### src/rtl/fl_pkg.sv
// Shared types, sizes and helpers for the FL layer scheduler.
// Optional feature macro: ARGMAX_EN (enables the winning-class scan).
package fl_pkg;

    localparam int DATA_W      = 16;  // Q8.8 signed FL output width
    localparam int NUM_CLASSES = 10;  // FL0..FL9
    localparam int CLASS_W     = 4;   // width of a class index
    localparam int BLK_W       = 7;   // block count / block index width
    localparam int NUM_W       = 7;   // FL input-count width
    localparam int MAX_GAP     = 1;   // idle cycles between blocks (>=1)
    localparam int GAP_W       = (MAX_GAP > 1) ? $clog2(MAX_GAP) : 1;

    typedef enum logic [2:0] {
        IDLE,
        CLEAR,
        RUN,
        GAP,
        SCAN,
        RESULT
    } fl_state_e;

    // Pick accumulator idx out of the packed FL output bus (FL0 in the LSBs).
    function automatic logic [DATA_W-1:0] fl_slice(
        input logic [NUM_CLASSES*DATA_W-1:0] bus,
        input logic [CLASS_W-1:0]            idx
    );
        return bus[idx*DATA_W +: DATA_W];
    endfunction

endpackage

### src/rtl/fl_argmax.sv
// Sequential argmax over the ten FL accumulators, one class per cycle.
// A start pulse arms the scan; the cycle with idx==0 loads FL0 as the first
// best, later cycles replace it only on a strictly greater signed value, so
// ties keep the lowest index. done is high during the last scan cycle; the
// best/bidx registers then hold until the next start.
module fl_argmax
    import fl_pkg::*;
(
    input  logic                          clk,
    input  logic                          rst,
    input  logic                          start,
    input  logic [NUM_CLASSES*DATA_W-1:0] fl_out,
    output logic                          done,
    output logic [CLASS_W-1:0]            best_idx,
    output logic [DATA_W-1:0]             best_val
);

    logic               active_q;
    logic [CLASS_W-1:0] idx_q;
    logic [DATA_W-1:0]  cur;

    assign cur  = fl_slice(fl_out, idx_q);
    assign done = active_q && (idx_q == CLASS_W'(NUM_CLASSES - 1));

    // Scan counter and running maximum.
    always_ff @(posedge clk) begin
        if (rst) begin
            active_q <= 1'b0;
            idx_q    <= '0;
            best_idx <= '0;
            best_val <= '0;
        end else if (start) begin
            active_q <= 1'b1;
            idx_q    <= '0;
        end else if (active_q) begin
            if ((idx_q == '0) || ($signed(cur) > $signed(best_val))) begin
                best_val <= cur;
                best_idx <= idx_q;
            end
            if (done) begin
                active_q <= 1'b0;
            end else begin
                idx_q <= idx_q + CLASS_W'(1);
            end
        end
    end

endmodule

### src/rtl/fl_scheduler.sv
// Fully-connected-layer pass sequencer: clear FL, run it once per weight
// block, optionally scan for the winning class, and hand back the result.
// Optional feature macro: ARGMAX_EN. Without it the scan is skipped and the
// result is class 0 with FL0's value.
//
// Handshakes: a transfer happens on a rising clk edge where valid && ready.
// cmd_ready is high only in IDLE; cmd_valid offered elsewhere is dropped,
// not queued. res_valid is high only in RESULT and res_class/res_score are
// held constant until the cycle in which res_ready is also high.
module fl_scheduler
    import fl_pkg::*;
(
    input  logic                          clk,
    input  logic                          rst,
    input  logic                          cmd_valid,
    output logic                          cmd_ready,
    input  logic [NUM_W-1:0]              cmd_num,
    input  logic [BLK_W-1:0]              cmd_blocks,
    output logic                          fl_clr,
    output logic                          fl_start,
    output logic [NUM_W-1:0]              fl_num,
    output logic [BLK_W-1:0]              fl_num_block,
    input  logic                          fl_done,
    input  logic [NUM_CLASSES*DATA_W-1:0] fl_out,
    output logic                          res_valid,
    input  logic                          res_ready,
    output logic [CLASS_W-1:0]            res_class,
    output logic [DATA_W-1:0]             res_score,
    output logic                          busy
);

    fl_state_e          state_q, state_d;
    logic [BLK_W-1:0]   blk_q;
    logic [BLK_W-1:0]   blocks_q;
    logic [NUM_W-1:0]   num_q;
    logic [GAP_W-1:0]   gap_q;
    logic               run_first_q;
    logic               last_blk;
    logic               gap_end;
    logic               scan_start;

    assign last_blk     = (blk_q == blocks_q - BLK_W'(1));
    assign gap_end      = (gap_q == GAP_W'(MAX_GAP - 1));
    assign scan_start   = (state_q == GAP) && gap_end && last_blk;
    assign fl_num       = num_q;
    assign fl_num_block = blk_q;
    assign busy         = (state_q != IDLE);

`ifdef ARGMAX_EN
    logic scan_done;

    fl_argmax u_argmax (
        .clk      (clk),
        .rst      (rst),
        .start    (scan_start),
        .fl_out   (fl_out),
        .done     (scan_done),
        .best_idx (res_class),
        .best_val (res_score)
    );
`else
    logic [DATA_W-1:0] fl0_q;
    logic              unused_fl_out;

    // Only FL0 is reported when the scan is not built.
    assign unused_fl_out = ^fl_out[NUM_CLASSES*DATA_W-1:DATA_W];
    assign res_class     = '0;
    assign res_score     = fl0_q;

    // Capture FL0 as the last block finishes so the result stays stable.
    always_ff @(posedge clk) begin
        if (rst) begin
            fl0_q <= '0;
        end else if (scan_start) begin
            fl0_q <= fl_out[DATA_W-1:0];
        end
    end
`endif

    // State register plus command latch, block counter and gap counter.
    always_ff @(posedge clk) begin
        if (rst) begin
            state_q     <= IDLE;
            blk_q       <= '0;
            blocks_q    <= BLK_W'(1);
            num_q       <= '0;
            gap_q       <= '0;
            run_first_q <= 1'b1;
        end else begin
            state_q     <= state_d;
            // High in the first RUN cycle so a stale fl_done level is ignored.
            run_first_q <= (state_q != RUN);
            if ((state_q == IDLE) && cmd_valid) begin
                num_q    <= cmd_num;
                blocks_q <= (cmd_blocks == '0) ? BLK_W'(1) : cmd_blocks;
                blk_q    <= '0;
            end
            if (state_q == RUN) begin
                gap_q <= '0;
            end else if (state_q == GAP) begin
                gap_q <= gap_q + GAP_W'(1);
            end
            if ((state_q == GAP) && gap_end && !last_blk) begin
                blk_q <= blk_q + BLK_W'(1);
            end
        end
    end

    // Next-state and per-state control outputs.
    always_comb begin
        state_d   = state_q;
        cmd_ready = 1'b0;
        fl_clr    = 1'b0;
        fl_start  = 1'b0;
        res_valid = 1'b0;
        case (state_q)
            IDLE: begin
                cmd_ready = 1'b1;
                if (cmd_valid) state_d = CLEAR;
            end
            CLEAR: begin
                fl_clr  = 1'b1;
                state_d = RUN;
            end
            RUN: begin
                fl_start = 1'b1;
                if (fl_done && !run_first_q) state_d = GAP;
            end
            GAP: begin
                if (gap_end) begin
                    if (last_blk) begin
`ifdef ARGMAX_EN
                        state_d = SCAN;
`else
                        state_d = RESULT;
`endif
                    end else begin
                        state_d = RUN;
                    end
                end
            end
            SCAN: begin
`ifdef ARGMAX_EN
                if (scan_done) state_d = RESULT;
`else
                state_d = RESULT;
`endif
            end
            RESULT: begin
                res_valid = 1'b1;
                if (res_ready) state_d = IDLE;
            end
            default: state_d = IDLE;
        endcase
    end

endmodule

### config.mk
export PLATFORM = sky130hd
export DESIGN_NAME = fl_scheduler
export DESIGN_NICKNAME = d
export VERILOG_FILES = /design/src/rtl/fl_pkg.sv /design/src/rtl/fl_argmax.sv /design/src/rtl/fl_scheduler.sv
export SDC_FILE = /design/constraint.sdc
export NUM_CORES = 1
export LEC_CHECK = 0
export BUFFER_PORTS_ARGS = -buffer_cell sky130_fd_sc_hd__buf_2
export CAP_MARGIN = 0
export CORE_ASPECT_RATIO = 0.9
export CORE_MARGIN = 2
export CORE_UTILIZATION = 30
export DETAILED_ROUTE_END_ITERATION = 16
export PLACE_DENSITY_LB_ADDON = 0.15
export RECOVER_POWER = 25
export SLEW_MARGIN = 5
export SYNTH_ARGS = -nofsm -noshare
export SYNTH_HDL_FRONTEND = slang
export SYNTH_HIERARCHICAL = 1
export SYNTH_SLANG_ARGS = --single-unit
export TNS_END_PERCENT = 100
### constraint.sdc
create_clock -name clk -period 2.2 [get_ports clk]
set_input_delay 0.55 -clock clk [delete_from_list [all_inputs] [get_ports clk]]
set_output_delay 0.55 -clock clk [all_outputs]
set_load 0.1 [all_outputs]
==> flow_results.xml, run 1 <==
<?xml version="1.0" encoding="UTF-8"?>
<metrics>
  <group name="floorplan">
    <metric name="placementRows" unit="">28</metric>
    <metric name="top_level_ports" unit="">218</metric>
    <metric name="dieHeight" unit="µm">82.3</metric>
    <metric name="overall_die_area" unit="µm²">7500</metric>
    <metric name="die_wd" unit="µm">91.0</metric>
    <metric name="core" unit="µm²">6590</metric>
    <metric name="initial_core_utilization" unit="%">31.1</metric>
  </group>
  <group name="finish">
    <metric name="nFillCells" unit="">715</metric>
    <metric name="multi_input_area" unit="µm²">1140</metric>
    <metric name="sequential_cell_area" unit="µm²">857</metric>
    <metric name="final_layout_size_suffix_gt1_share" unit="%">37.1</metric>
    <metric name="final_cell_area" unit="µm²">2740</metric>
    <metric name="insertedDiodeCount" unit="">0</metric>
    <metric name="nNetsFinal" unit="">495</metric>
    <metric name="fin_util" unit="%">41.6</metric>
    <metric name="areaGrowthSynthToFinish" unit="%">34.0</metric>
  </group>
  <group name="synth">
    <metric name="summed_instance_area_of_the_synthesized_netlist" unit="µm²">2050</metric>
    <metric name="muxShareOfSynthArea" unit="%">8.32</metric>
    <metric name="yosys.area_share.simple" unit="%">24.6</metric>
    <metric name="synth_top_family_by_area" unit="">simple AND/OR/NAND/NOR gates</metric>
    <metric name="async_reset_ff_share" unit="%">0</metric>
    <metric name="area_fraction_in_compound_gates_after_synthesis" unit="%">13.9</metric>
    <metric name="synth_area_per_cell" unit="µm²">8.49</metric>
    <metric name="synth-adder-area-share" unit="%">1.22</metric>
    <metric name="yosys_reg_bits" unit="">42</metric>
    <metric name="count_of_distinct_cell_types_in_the_synthesized_netlist" unit="">49</metric>
    <metric name="synth_ff_type" unit="">dfxtp_1</metric>
    <metric name="postSynthCellCount" unit="">241</metric>
    <metric name="synth-warning-count" unit="">6</metric>
    <metric name="synth.yosys.seq_area_share" unit="%">41.1</metric>
    <metric name="parity_gate_share_of_the_synthesized_area_counting_xor_and_xnor_cells" unit="%">3.00</metric>
    <metric name="synth_enable_flop_cells" unit="">0</metric>
  </group>
  <group name="run_status">
    <metric name="outcome" unit="">finished with violations</metric>
    <metric name="failed_checks" unit="">setup timing</metric>
  </group>
  <group name="global_route">
    <metric name="antenna_violations_before_repair" unit="">0</metric>
    <metric name="grt_overflow_total" unit="">0</metric>
    <metric name="first_pass_grt_wire_length" unit="µm">7590</metric>
    <metric name="globalRouteTotalUtil" unit="%">12.6</metric>
    <metric name="grt_start_max_net_pins" unit="">37</metric>
    <metric name="first_global_vias" unit="">1622</metric>
  </group>
  <group name="power_and_ir_drop">
    <metric name="p_switching" unit="µW">890</metric>
    <metric name="power.ir.vdd_worst" unit="mV">0.280</metric>
    <metric name="pwr-share-clk" unit="%">24.7</metric>
    <metric name="comb_power_share" unit="%">35.5</metric>
    <metric name="power.switching_fraction" unit="%">41.7</metric>
    <metric name="cellLeakagePower" unit="µW">0.00114</metric>
    <metric name="p_seq_share" unit="%">39.8</metric>
    <metric name="power_density" unit="nW/µm²">779</metric>
    <metric name="intPower" unit="µW">1250</metric>
  </group>
  <group name="setup_path">
    <metric name="critical_path.startpoint_type" unit="">register</metric>
    <metric name="worstSetupEndpointType" unit="">register</metric>
    <metric name="reg2reg_slack" unit="ps">-50</metric>
    <metric name="timing.setup.critical_path_class" unit="">register to register</metric>
    <metric name="crit_start" unit="">blocks_q[0]</metric>
    <metric name="cp.required" unit="ps">2370</metric>
    <metric name="worstReg2RegStart" unit="">blocks_q[0]</metric>
    <metric name="critical_path_at" unit="ps">2420</metric>
    <metric name="worstPathMaxFanout" unit="">8</metric>
  </group>
  <group name="clock_tree">
    <metric name="tritoncts_num_sinks" unit="">42</metric>
    <metric name="number_of_clock_buffers_inserted_by_tritoncts" unit="">5</metric>
    <metric name="clock_tree_from_tritoncts" unit="">done</metric>
    <metric name="cts_max_path_buffers" unit="">2</metric>
    <metric name="insertion_delay" unit="ps">300</metric>
    <metric name="htree_num_levels" unit="">2</metric>
    <metric name="cts_root_buf" unit="">clkbuf_8</metric>
    <metric name="clk_transition_reported_paths" unit="ps">90</metric>
    <metric name="hold_buffer_count_at_cts" unit="">0</metric>
  </group>
  <group name="timing">
    <metric name="fin_skew" unit="ps">6.48</metric>
    <metric name="period_minus_slack" unit="ps">2250</metric>
    <metric name="timing.final.setup_violations" unit="">14</metric>
    <metric name="final_critical_path_setup_slack" unit="ps">-46.0</metric>
    <metric name="max_freq" unit="MHz">445</metric>
    <metric name="rsz0062_at_grt" unit="">true</metric>
    <metric name="slew_violations" unit="">0</metric>
    <metric name="worst_slew_margin_rel" unit="%">55.7</metric>
    <metric name="timing.final.crit_share" unit="%">102</metric>
    <metric name="timing_hold_violations_final" unit="">0</metric>
    <metric name="tightest_slew" unit="ps">664</metric>
  </group>
  <group name="routing">
    <metric name="avgViaCountPerCell" unit="">4.61</metric>
    <metric name="detail_route.wirelength" unit="µm">4850</metric>
    <metric name="routed-via-count" unit="">1867</metric>
    <metric name="post_drt_wl_per_cell" unit="µm">12.0</metric>
    <metric name="antenna_violating_nets_post_route" unit="">0</metric>
    <metric name="count_of_tritonroute_iterations_in_the_first_routing_pass" unit="">4</metric>
    <metric name="remaining_drc_errors" unit="">0</metric>
    <metric name="dr.first_iter.drc_count" unit="">60</metric>
  </group>
  <group name="worst_hold_path">
    <metric name="holdCritPathClass" unit="">register to register</metric>
    <metric name="min_from" unit="">fl_num[0]</metric>
  </group>
  <group name="place">
    <metric name="place.port_buffers" unit="">69</metric>
    <metric name="dpl.hpwl" unit="µm">3330</metric>
    <metric name="placedInstanceArea" unit="µm²">2530</metric>
    <metric name="gp_routability_congestion" unit="">0.735</metric>
  </group>
  <group name="flow_run">
    <metric name="max-cap-violations" unit="">0</metric>
  </group>
</metrics>
cell families (layout without fill, tap and decap cells):
group | Yosys count | count (layout)
other | 1 | 4
adders and majority gates | 2 | 2
and+or+nand+nor | 98 | 98
DFF | 42 | 42
buffers and inverters | 29 | 100
xor gates and xnor gates | 7 | 7
muxes | 17 | 17
AOI/OAI and AO/OA | 45 | 45
area by class of cell:
class                      instances  share of cell area [%]
multi-input combinational        173                    41.5
sequential                        42                    31.3
timing repair buffer              86                    18.8
tap                               90                    4.11
clock buffer                       5                    2.51
clock inverter                     3                   0.913
inverter                           6                   0.822
path summary, 6_finish.rpt:
| path | to | cells past startpoint |
|---|---|---|
| setup / recovery | res_score[5] | 10 |
| hold / removal | fl_num[0] | 2 |
| setup reg to reg | res_score[5] | 10 |
| hold reg to reg | fl_num[0] | 2 |
worst max-delay path, cell delays in order, from the launching register on:
cell,delay (ps)
dfxtp_2,340
inv_2,40
ha_4,170
o21bai_1,160
a211oi_1,440
nor4_4,120
nor4b_4,300
buf_6,160
clkbuf_16,160
mux2i_1,180
nor2_1,50
metrics by stage:
step           setup slack, ps  hold WS, ps  std cells  power (µW)  setup TNS, ps
3_5_place_dp             -22.3          444        392        1590           -133
5_1_grt                   -110          469        405        2260          -1580
2_1_floorplan             -391          448        244        1440           -938
6_report                 -46.0          454        405        2140           -305
4_1_cts                   14.9          457        400        2130              0
3_3_place_gp             -16.9          442        392        1590          -96.4
repair_timing:
| item | CTS | global route |
|---|---|---|
| gates cloned | 0 | 2 |
| resized for setup | 3 | 6 |
| setup endpoints to repair | 14 | 25 |
| pin swaps | 1 | 4 |
| buffers inserted | 0 | 3 |
sequential cells by signal, summed over array words and instances, names as in the netlist:
name          flops
state_q           3
blocks_q          7
res_score        16
fl_num_block      7
run_first_q       1
gap_q             1
fl_num            7
synthesized netlist by cell type (all sizes together) (3+ instances only):
master   n  area (µm²)
inv      6        22.5
nor3     6        35.0
nand3   10        50.1
o21ai    4        20.0
mux2i   17         170
nand2   31         116
or3      3        18.8
xor2     3        26.3
a21o     5        37.5
xnor2    4        35.0
nor2    22        82.6
dfxtp   42         841
o31ai    3        27.5
a21oi   21         105
clkbuf  11        41.3
nand2b   6        37.5
buf     12        92.6
o21bai   3        22.5
cells in the final DEF, fill, tap and decap left out, types with 4 or more instances in the layout:
master    count
nor2_1       22
mux2i_1      17
nand2b_1      6
nand3_1      10
dfxtp_1      33
o21ai_0       4
buf_4        11
a21o_1        5
xnor2_1       4
clkbuf_8      5
nand2_1      31
a21oi_1      21
conb_1        4
inv_1         4
dfxtp_2       7
nor3_1        4
buf_2        69
power groups by stage:
stage,clock (µW),combinational [µW],sequential (µW)
5_1_grt,592,805,859
3_5_place_dp,0,720,867
6_report,528,759,850
4_1_cts,552,728,850
2_1_floorplan,0,445,998
3_3_place_gp,0,720,867
per-layer routing:
metal | global-route usage (%) | wire length, µm | up-vias
met5 | 0 | 0 | -
met1 | 16.9 | 2370 | 860
met4 | 4.09 | 43 | 0
li1 | - | - | 962
met2 | 20.0 | 2220 | 40
met3 | 3.09 | 210 | 5
No activity file was read; power rests on OpenSTA's default activity.
==> inputs of run 2 (changes only) <==
--- a/config.mk
+++ b/config.mk
@@ -5,12 +5,12 @@
 export SDC_FILE = /design/constraint.sdc
 export NUM_CORES = 1
 export LEC_CHECK = 0
-export BUFFER_PORTS_ARGS = -buffer_cell sky130_fd_sc_hd__buf_2
 export CAP_MARGIN = 0
 export CORE_ASPECT_RATIO = 0.9
 export CORE_MARGIN = 2
 export CORE_UTILIZATION = 30
 export DETAILED_ROUTE_END_ITERATION = 16
+export DONT_BUFFER_PORTS = 1
 export PLACE_DENSITY_LB_ADDON = 0.15
 export RECOVER_POWER = 25
 export SLEW_MARGIN = 5
==> constraint.sdc (replaced) <==
create_clock -name clk -period 2.2 [get_ports clk]
set_input_delay 0.55 -clock clk [delete_from_list [all_inputs] [get_ports clk]]
set_output_delay 0.55 -clock clk [all_outputs]
set_load 0.02 [all_outputs]
==> flow_results.xml, run 2 (synthesis gave the netlist of run 1 again) <==
<?xml version="1.0" encoding="UTF-8"?>
<metrics>
  <group name="run_status">
    <metric name="outcome" unit="">complete, no violations</metric>
  </group>
  <group name="setup_path">
    <metric name="reg2reg_depth" unit="">10</metric>
    <metric name="cp.required" unit="ps">2390</metric>
    <metric name="crit_family" unit="">simple AND/OR/NAND/NOR gates</metric>
    <metric name="critical_path_at" unit="ps">2380</metric>
    <metric name="timing.setup.critical_path_class" unit="">register to register</metric>
    <metric name="critical_path_buf_inv_count" unit="">4</metric>
    <metric name="crit_path_frequent_cell" unit="">buf_6</metric>
    <metric name="critical-path-slowest-cell" unit="">or3_1</metric>
    <metric name="reg2reg_slack" unit="ps">20</metric>
    <metric name="path_cells" unit="">buf_6, or3_1, and4_4, nor4_4, nor4b_4, buf_6, clkbuf_16, buf_4, a31oi_1, nor2_1</metric>
    <metric name="worstPathMaxFanout" unit="">9</metric>
    <metric name="critical_path.startpoint_type" unit="">register</metric>
    <metric name="max_stage_delay" unit="ps">360</metric>
    <metric name="worstSetupEndpointType" unit="">register</metric>
    <metric name="crit-reg2reg-capture" unit="">state_q[2]</metric>
    <metric name="worstReg2RegStart" unit="">blocks_q[0]</metric>
  </group>
  <group name="routing">
    <metric name="detail_route.wirelength" unit="µm">5090</metric>
    <metric name="post_drt_wl_per_cell" unit="µm">14.5</metric>
    <metric name="count_of_tritonroute_iterations_in_the_first_routing_pass" unit="">4</metric>
    <metric name="routed-via-count" unit="">1684</metric>
    <metric name="antenna_violating_nets_post_route" unit="">0</metric>
    <metric name="avgViaCountPerCell" unit="">4.78</metric>
    <metric name="dr.first_iter.drc_count" unit="">80</metric>
    <metric name="remaining_drc_errors" unit="">0</metric>
  </group>
  <group name="timing">
    <metric name="max_freq" unit="MHz">458</metric>
    <metric name="timing.final.setup_violations" unit="">0</metric>
    <metric name="timing_hold_violations_final" unit="">0</metric>
    <metric name="period_minus_slack" unit="ps">2180</metric>
    <metric name="fin_skew" unit="ps">10.4</metric>
    <metric name="timing.final.crit_share" unit="%">99.2</metric>
    <metric name="rsz0062_at_grt" unit="">true</metric>
    <metric name="slew_violations" unit="">0</metric>
  </group>
  <group name="worst_hold_path">
    <metric name="min_from" unit="">rst</metric>
    <metric name="holdCritPathClass" unit="">primary input to register</metric>
    <metric name="worst_hold_path.endpoint" unit="">res_score[15]</metric>
    <metric name="hold_path_depth" unit="">1</metric>
  </group>
  <group name="global_route">
    <metric name="antenna_violations_before_repair" unit="">0</metric>
    <metric name="grt_overflow_total" unit="">0</metric>
    <metric name="first_global_vias" unit="">1570</metric>
    <metric name="globalRouteTotalUtil" unit="%">13.1</metric>
    <metric name="first_pass_grt_wire_length" unit="µm">7570</metric>
    <metric name="grt_start_max_net_pins" unit="">44</metric>
  </group>
  <group name="power_and_ir_drop">
    <metric name="cellLeakagePower" unit="µW">0.000908</metric>
    <metric name="power.ir.vdd_worst" unit="mV">0.258</metric>
    <metric name="power_density" unit="nW/µm²">728</metric>
  </group>
  <group name="flow_run">
    <metric name="max-cap-violations" unit="">0</metric>
  </group>
  <group name="floorplan">
    <metric name="core" unit="µm²">6590</metric>
    <metric name="die_wd" unit="µm">91.0</metric>
    <metric name="placementRows" unit="">28</metric>
    <metric name="dieHeight" unit="µm">82.3</metric>
    <metric name="top_level_ports" unit="">218</metric>
    <metric name="initial_core_utilization" unit="%">31.1</metric>
    <metric name="overall_die_area" unit="µm²">7500</metric>
  </group>
  <group name="finish">
    <metric name="final-instance-count-excl-fill" unit="">352</metric>
    <metric name="mostFrequentLayoutCells" unit="">39 x dfxtp_1, 31 x nand2_1, 24 x buf_4</metric>
    <metric name="areaGrowthSynthToFinish" unit="%">24.6</metric>
    <metric name="final_layout_size_suffix_gt1_share" unit="%">24.8</metric>
    <metric name="fin_util" unit="%">38.7</metric>
    <metric name="largest_register_ff_count" unit="">16</metric>
    <metric name="nNetsFinal" unit="">442</metric>
    <metric name="insertedDiodeCount" unit="">0</metric>
    <metric name="final_common_cell" unit="">dfxtp_1</metric>
  </group>
  <group name="clock_tree">
    <metric name="clock_tree_from_tritoncts" unit="">done</metric>
    <metric name="cts_root_buf" unit="">clkbuf_8</metric>
    <metric name="cts_max_path_buffers" unit="">2</metric>
    <metric name="insertion_delay" unit="ps">300</metric>
    <metric name="tritoncts_num_sinks" unit="">42</metric>
    <metric name="number_of_clock_buffers_inserted_by_tritoncts" unit="">5</metric>
    <metric name="htree_num_levels" unit="">2</metric>
    <metric name="hold_buffer_count_at_cts" unit="">0</metric>
    <metric name="clk_transition_reported_paths" unit="ps">90</metric>
  </group>
  <group name="place">
    <metric name="dpl.hpwl" unit="µm">3350</metric>
    <metric name="place.port_buffers" unit="">0</metric>
    <metric name="placed_cells" unit="">335</metric>
    <metric name="gp_routability_congestion" unit="">0.720</metric>
  </group>
</metrics>
## run 2: cell count changes in the layout (fill, tap and decap cells not counted), sizes merged
| cell | previous run | this run |
|---|---|---|
| inv | 7 | 6 |
| clkinv | 1 | 2 |
| buf | 82 | 29 |
## run 2: worst max-delay path by stage
stage | startpoint | to | slack (ps) | depth (start not counted)
after floorplan | blocks_q[1] | res_score[14] | 2 | 11
after global placement | blocks_q[0] | fl_num_block[2] | -240 | 8
after detailed placement | blocks_q[0] | fl_num_block[1] | -230 | 8
after CTS | blocks_q[0] | res_score[5] | -40 | 10
after global routing | blocks_q[2] | res_score[5] | -110 | 9
final | blocks_q[0] | state_q[2] | 20 | 10
## run 2: per-layer routing
layer / GRT usage (%) / vias up / share of wire [%]
met5: 0 / - / 0
met3: 4.17 / 4 / 5.5
met4: 5.45 / 0 / 1.3
li1: - / 854 / -
met1: 16.3 / 789 / 46
met2: 21.1 / 37 / 47
## run 2: through the flow
step | worst slack [ps] | instance area, µm² | TNS, ps | power [µW] | hold slack (ps)
floorplan | 2.20 | 2090 | 0 | 1170 | 448
global placement | -235 | 2250 | -2040 | 1290 | 452
detailed placement | -226 | 2250 | -1990 | 1290 | 455
CTS | -41.0 | 2370 | -518 | 1830 | 295
global route | -111 | 2550 | -1700 | 1970 | 289
finish | 17.2 | 2550 | 0 | 1860 | 312
## run 2: cell type report
class / instances / area [µm²]
well taps: 90 / 113
clock buffers: 5 / 68.8
multi-input cells: 173 / 1170
inverters: 6 / 22.5
repair buffers: 33 / 312
flip-flops and latches: 42 / 845
fillers: 716 / 4040
clock inverters: 3 / 21.3
## run 2: timing repair
action / 4_1_cts / 5_1_grt
gates cloned: 0 / 2
endpoints found under the setup margin: 23 / 25
pin swaps: 0 / 6
gates resized for setup: 6 / 15
setup buffers: 0 / 8
## run 2: power by group
part | internal (µW) | total, µW | switching (µW)
clock network | 223 | 512 | 288
registers | 806 | 880 | 74.2
logic | 220 | 464 | 244
total | 1250 | 1860 | 607
==> inputs of run 3 (changes only) <==
--- a/config.mk
+++ b/config.mk
@@ -11,6 +11,7 @@
 export CORE_UTILIZATION = 30
 export DETAILED_ROUTE_END_ITERATION = 16
 export DONT_BUFFER_PORTS = 1
+export GPL_TIMING_DRIVEN = 0
 export PLACE_DENSITY_LB_ADDON = 0.15
 export RECOVER_POWER = 25
 export SLEW_MARGIN = 5
==> flow_results.xml, run 3 (synthesis gave the netlist of run 1 again) <==
<?xml version="1.0" encoding="UTF-8"?>
<metrics>
  <group name="run_status">
    <metric name="outcome" unit="">finished with violations</metric>
    <metric name="failed_checks" unit="">setup timing</metric>
  </group>
  <group name="power_and_ir_drop">
    <metric name="power.ir.vdd_worst" unit="mV">0.263</metric>
    <metric name="p_switching" unit="µW">612</metric>
    <metric name="power_density" unit="nW/µm²">744</metric>
    <metric name="intPower" unit="µW">1250</metric>
    <metric name="power.switching_fraction" unit="%">32.9</metric>
    <metric name="comb_power_share" unit="%">23.1</metric>
    <metric name="p_seq_share" unit="%">47.1</metric>
    <metric name="pwr-share-clk" unit="%">29.8</metric>
    <metric name="cellLeakagePower" unit="µW">0.000862</metric>
  </group>
  <group name="timing">
    <metric name="fin_skew" unit="ps">8.07</metric>
    <metric name="period_minus_slack" unit="ps">2250</metric>
    <metric name="timing.final.crit_share" unit="%">102</metric>
    <metric name="rsz0062_at_grt" unit="">true</metric>
    <metric name="timing_hold_violations_final" unit="">0</metric>
    <metric name="final_critical_path_setup_slack" unit="ps">-47.8</metric>
    <metric name="worst_slew_margin_rel" unit="%">64.9</metric>
    <metric name="max_freq" unit="MHz">445</metric>
    <metric name="tightest_slew" unit="ps">526</metric>
    <metric name="timing.final.setup_violations" unit="">20</metric>
    <metric name="slew_violations" unit="">0</metric>
  </group>
  <group name="routing">
    <metric name="post_drt_wl_per_cell" unit="µm">14.5</metric>
    <metric name="avgViaCountPerCell" unit="">4.74</metric>
    <metric name="antenna_violating_nets_post_route" unit="">0</metric>
    <metric name="routed-via-count" unit="">1655</metric>
    <metric name="count_of_tritonroute_iterations_in_the_first_routing_pass" unit="">4</metric>
    <metric name="remaining_drc_errors" unit="">0</metric>
    <metric name="dr.first_iter.drc_count" unit="">72</metric>
    <metric name="detail_route.wirelength" unit="µm">5080</metric>
  </group>
  <group name="setup_path">
    <metric name="reg2reg_slack" unit="ps">-50</metric>
    <metric name="cp.required" unit="ps">2360</metric>
    <metric name="worstReg2RegStart" unit="">blocks_q[0]</metric>
    <metric name="path_cells" unit="">inv_4, ha_4, o21ba_4, a221oi_4, a41oi_2, buf_4, o31ai_2, buf_4, buf_4, a21o_1, a21oi_1</metric>
    <metric name="crit-reg2reg-capture" unit="">fl_num_block[2]</metric>
    <metric name="critical-path-slowest-cell" unit="">dfxtp_4</metric>
    <metric name="critical_path.startpoint_type" unit="">register</metric>
    <metric name="reg2reg_depth" unit="">11</metric>
    <metric name="timing.setup.critical_path_class" unit="">register to register</metric>
    <metric name="critical_path_at" unit="ps">2410</metric>
    <metric name="worstSetupEndpointType" unit="">register</metric>
    <metric name="max_stage_delay" unit="ps">390</metric>
    <metric name="worstPathMaxFanout" unit="">7</metric>
    <metric name="crit_path_frequent_cell" unit="">buf_4</metric>
  </group>
  <group name="finish">
    <metric name="mostFrequentLayoutCells" unit="">35 x dfxtp_1, 31 x nand2_1, 22 x nor2_1</metric>
    <metric name="insertedDiodeCount" unit="">0</metric>
    <metric name="nNetsFinal" unit="">439</metric>
    <metric name="largest_register_ff_count" unit="">16</metric>
    <metric name="final_cell_area" unit="µm²">2500</metric>
    <metric name="final_common_cell" unit="">dfxtp_1</metric>
    <metric name="sequential_cell_area" unit="µm²">855</metric>
    <metric name="nFillCells" unit="">709</metric>
    <metric name="areaGrowthSynthToFinish" unit="%">22.1</metric>
    <metric name="final_layout_size_suffix_gt1_share" unit="%">22.8</metric>
    <metric name="multi_input_area" unit="µm²">1170</metric>
    <metric name="final-instance-count-excl-fill" unit="">349</metric>
  </group>
  <group name="worst_hold_path">
    <metric name="min_from" unit="">cmd_num[0]</metric>
    <metric name="worst_hold_path.endpoint" unit="">fl_num[0]</metric>
    <metric name="hold_path_depth" unit="">2</metric>
    <metric name="holdCritPathClass" unit="">primary input to register</metric>
  </group>
  <group name="global_route">
    <metric name="antenna_violations_before_repair" unit="">0</metric>
    <metric name="grt_start_max_net_pins" unit="">15</metric>
    <metric name="first_global_vias" unit="">1595</metric>
    <metric name="grt_overflow_total" unit="">0</metric>
    <metric name="globalRouteTotalUtil" unit="%">13.5</metric>
    <metric name="first_pass_grt_wire_length" unit="µm">7840</metric>
  </group>
  <group name="place">
    <metric name="gp_routability_congestion" unit="">0.729</metric>
    <metric name="dpl.hpwl" unit="µm">3450</metric>
    <metric name="post-place-ws" unit="ps">-326</metric>
    <metric name="place.port_buffers" unit="">0</metric>
    <metric name="placedInstanceArea" unit="µm²">2200</metric>
    <metric name="placed_cells" unit="">334</metric>
  </group>
  <group name="floorplan">
    <metric name="placementRows" unit="">28</metric>
    <metric name="top_level_ports" unit="">218</metric>
    <metric name="overall_die_area" unit="µm²">7500</metric>
    <metric name="dieHeight" unit="µm">82.3</metric>
    <metric name="die_wd" unit="µm">91.0</metric>
    <metric name="initial_core_utilization" unit="%">31.1</metric>
    <metric name="core" unit="µm²">6590</metric>
  </group>
  <group name="clock_tree">
    <metric name="cts_max_path_buffers" unit="">2</metric>
    <metric name="number_of_clock_buffers_inserted_by_tritoncts" unit="">5</metric>
    <metric name="clk_transition_reported_paths" unit="ps">90</metric>
    <metric name="cts_root_buf" unit="">clkbuf_8</metric>
    <metric name="insertion_delay" unit="ps">300</metric>
    <metric name="hold_buffer_count_at_cts" unit="">0</metric>
    <metric name="htree_num_levels" unit="">2</metric>
    <metric name="clock_tree_from_tritoncts" unit="">done</metric>
    <metric name="tritoncts_num_sinks" unit="">42</metric>
  </group>
  <group name="flow_run">
    <metric name="max-cap-violations" unit="">0</metric>
  </group>
</metrics>
run 3: changes by cell type in the layout (fill, tap and decap cells not counted), sizes merged:
cell,change
clkbuf,+7
buf,-9
clkinv,-2
inv,+1
run 3: final cells by class:
class                      count  share of cell area (%)
timing repair buffer          10                    4.31
clock inverter                 2                   0.651
clock buffer                   6                    3.31
sequential                    42                    34.2
multi-input combinational    173                    46.8
tap                           90                    4.51
inverter                       6                    1.00
buffer                        20                    5.21
run 3: routing by layer:
metal / global-route usage [%] / wire [µm]
met4: 5.45 / 82
met2: 21.3 / 2350
met5: 0 / 0
met1: 17.3 / 2340
met3: 4.36 / 305
run 3: how the worst max path moves through the flow:
stage / endpoint / start / slack, ps / cells past startpoint
global placement: blocks_q[2] / state_q[0] / -360 / 7
detailed placement: blocks_q[2] / state_q[0] / -330 / 7
CTS: res_score[9] / blocks_q[0] / -70 / 11
finish: fl_num_block[2] / blocks_q[0] / -50 / 11
floorplan: res_score[14] / blocks_q[1] / 2 / 11
global route: fl_num_block[3] / blocks_q[0] / -180 / 11
run 3: power by group through the flow:
stage                     sequential, µW  combinational [µW]  clock (µW)
final                                875                 429         553
after global routing                 885                 479         609
after CTS                            872                 411         582
after detailed placement             885                 364           0
after global placement               885                 362           0
after floorplan                      874                 299           0
run 3: worst max-delay path: cells and delay by family (launching register included):
kind            cells  cell delay [ps]
compound gates      6             1040
buf+inv             4              520
flops               1              390
fa+ha+maj           1              180
run 3: timing repair:
action | in CTS | in global routing
cloned | 1 | 1
resized for setup | 14 | 21
setup endpoints to repair | 36 | 36
endpoints found under the hold margin | 0 | 0
pin swaps | 3 | 5
buffers inserted | 5 | 3
run 3: through the flow:
step                setup TNS [ps]  total power [µW]  hold slack, ps  utilization [%]
CTS                           -948              1860             358             37.0
global route                 -3240              1970             364             37.9
detailed placement           -7150              1250             466             33.4
finish                        -443              1860             370             37.9
floorplan                        0              1170             448                -
global placement             -7940              1250             460             33.4
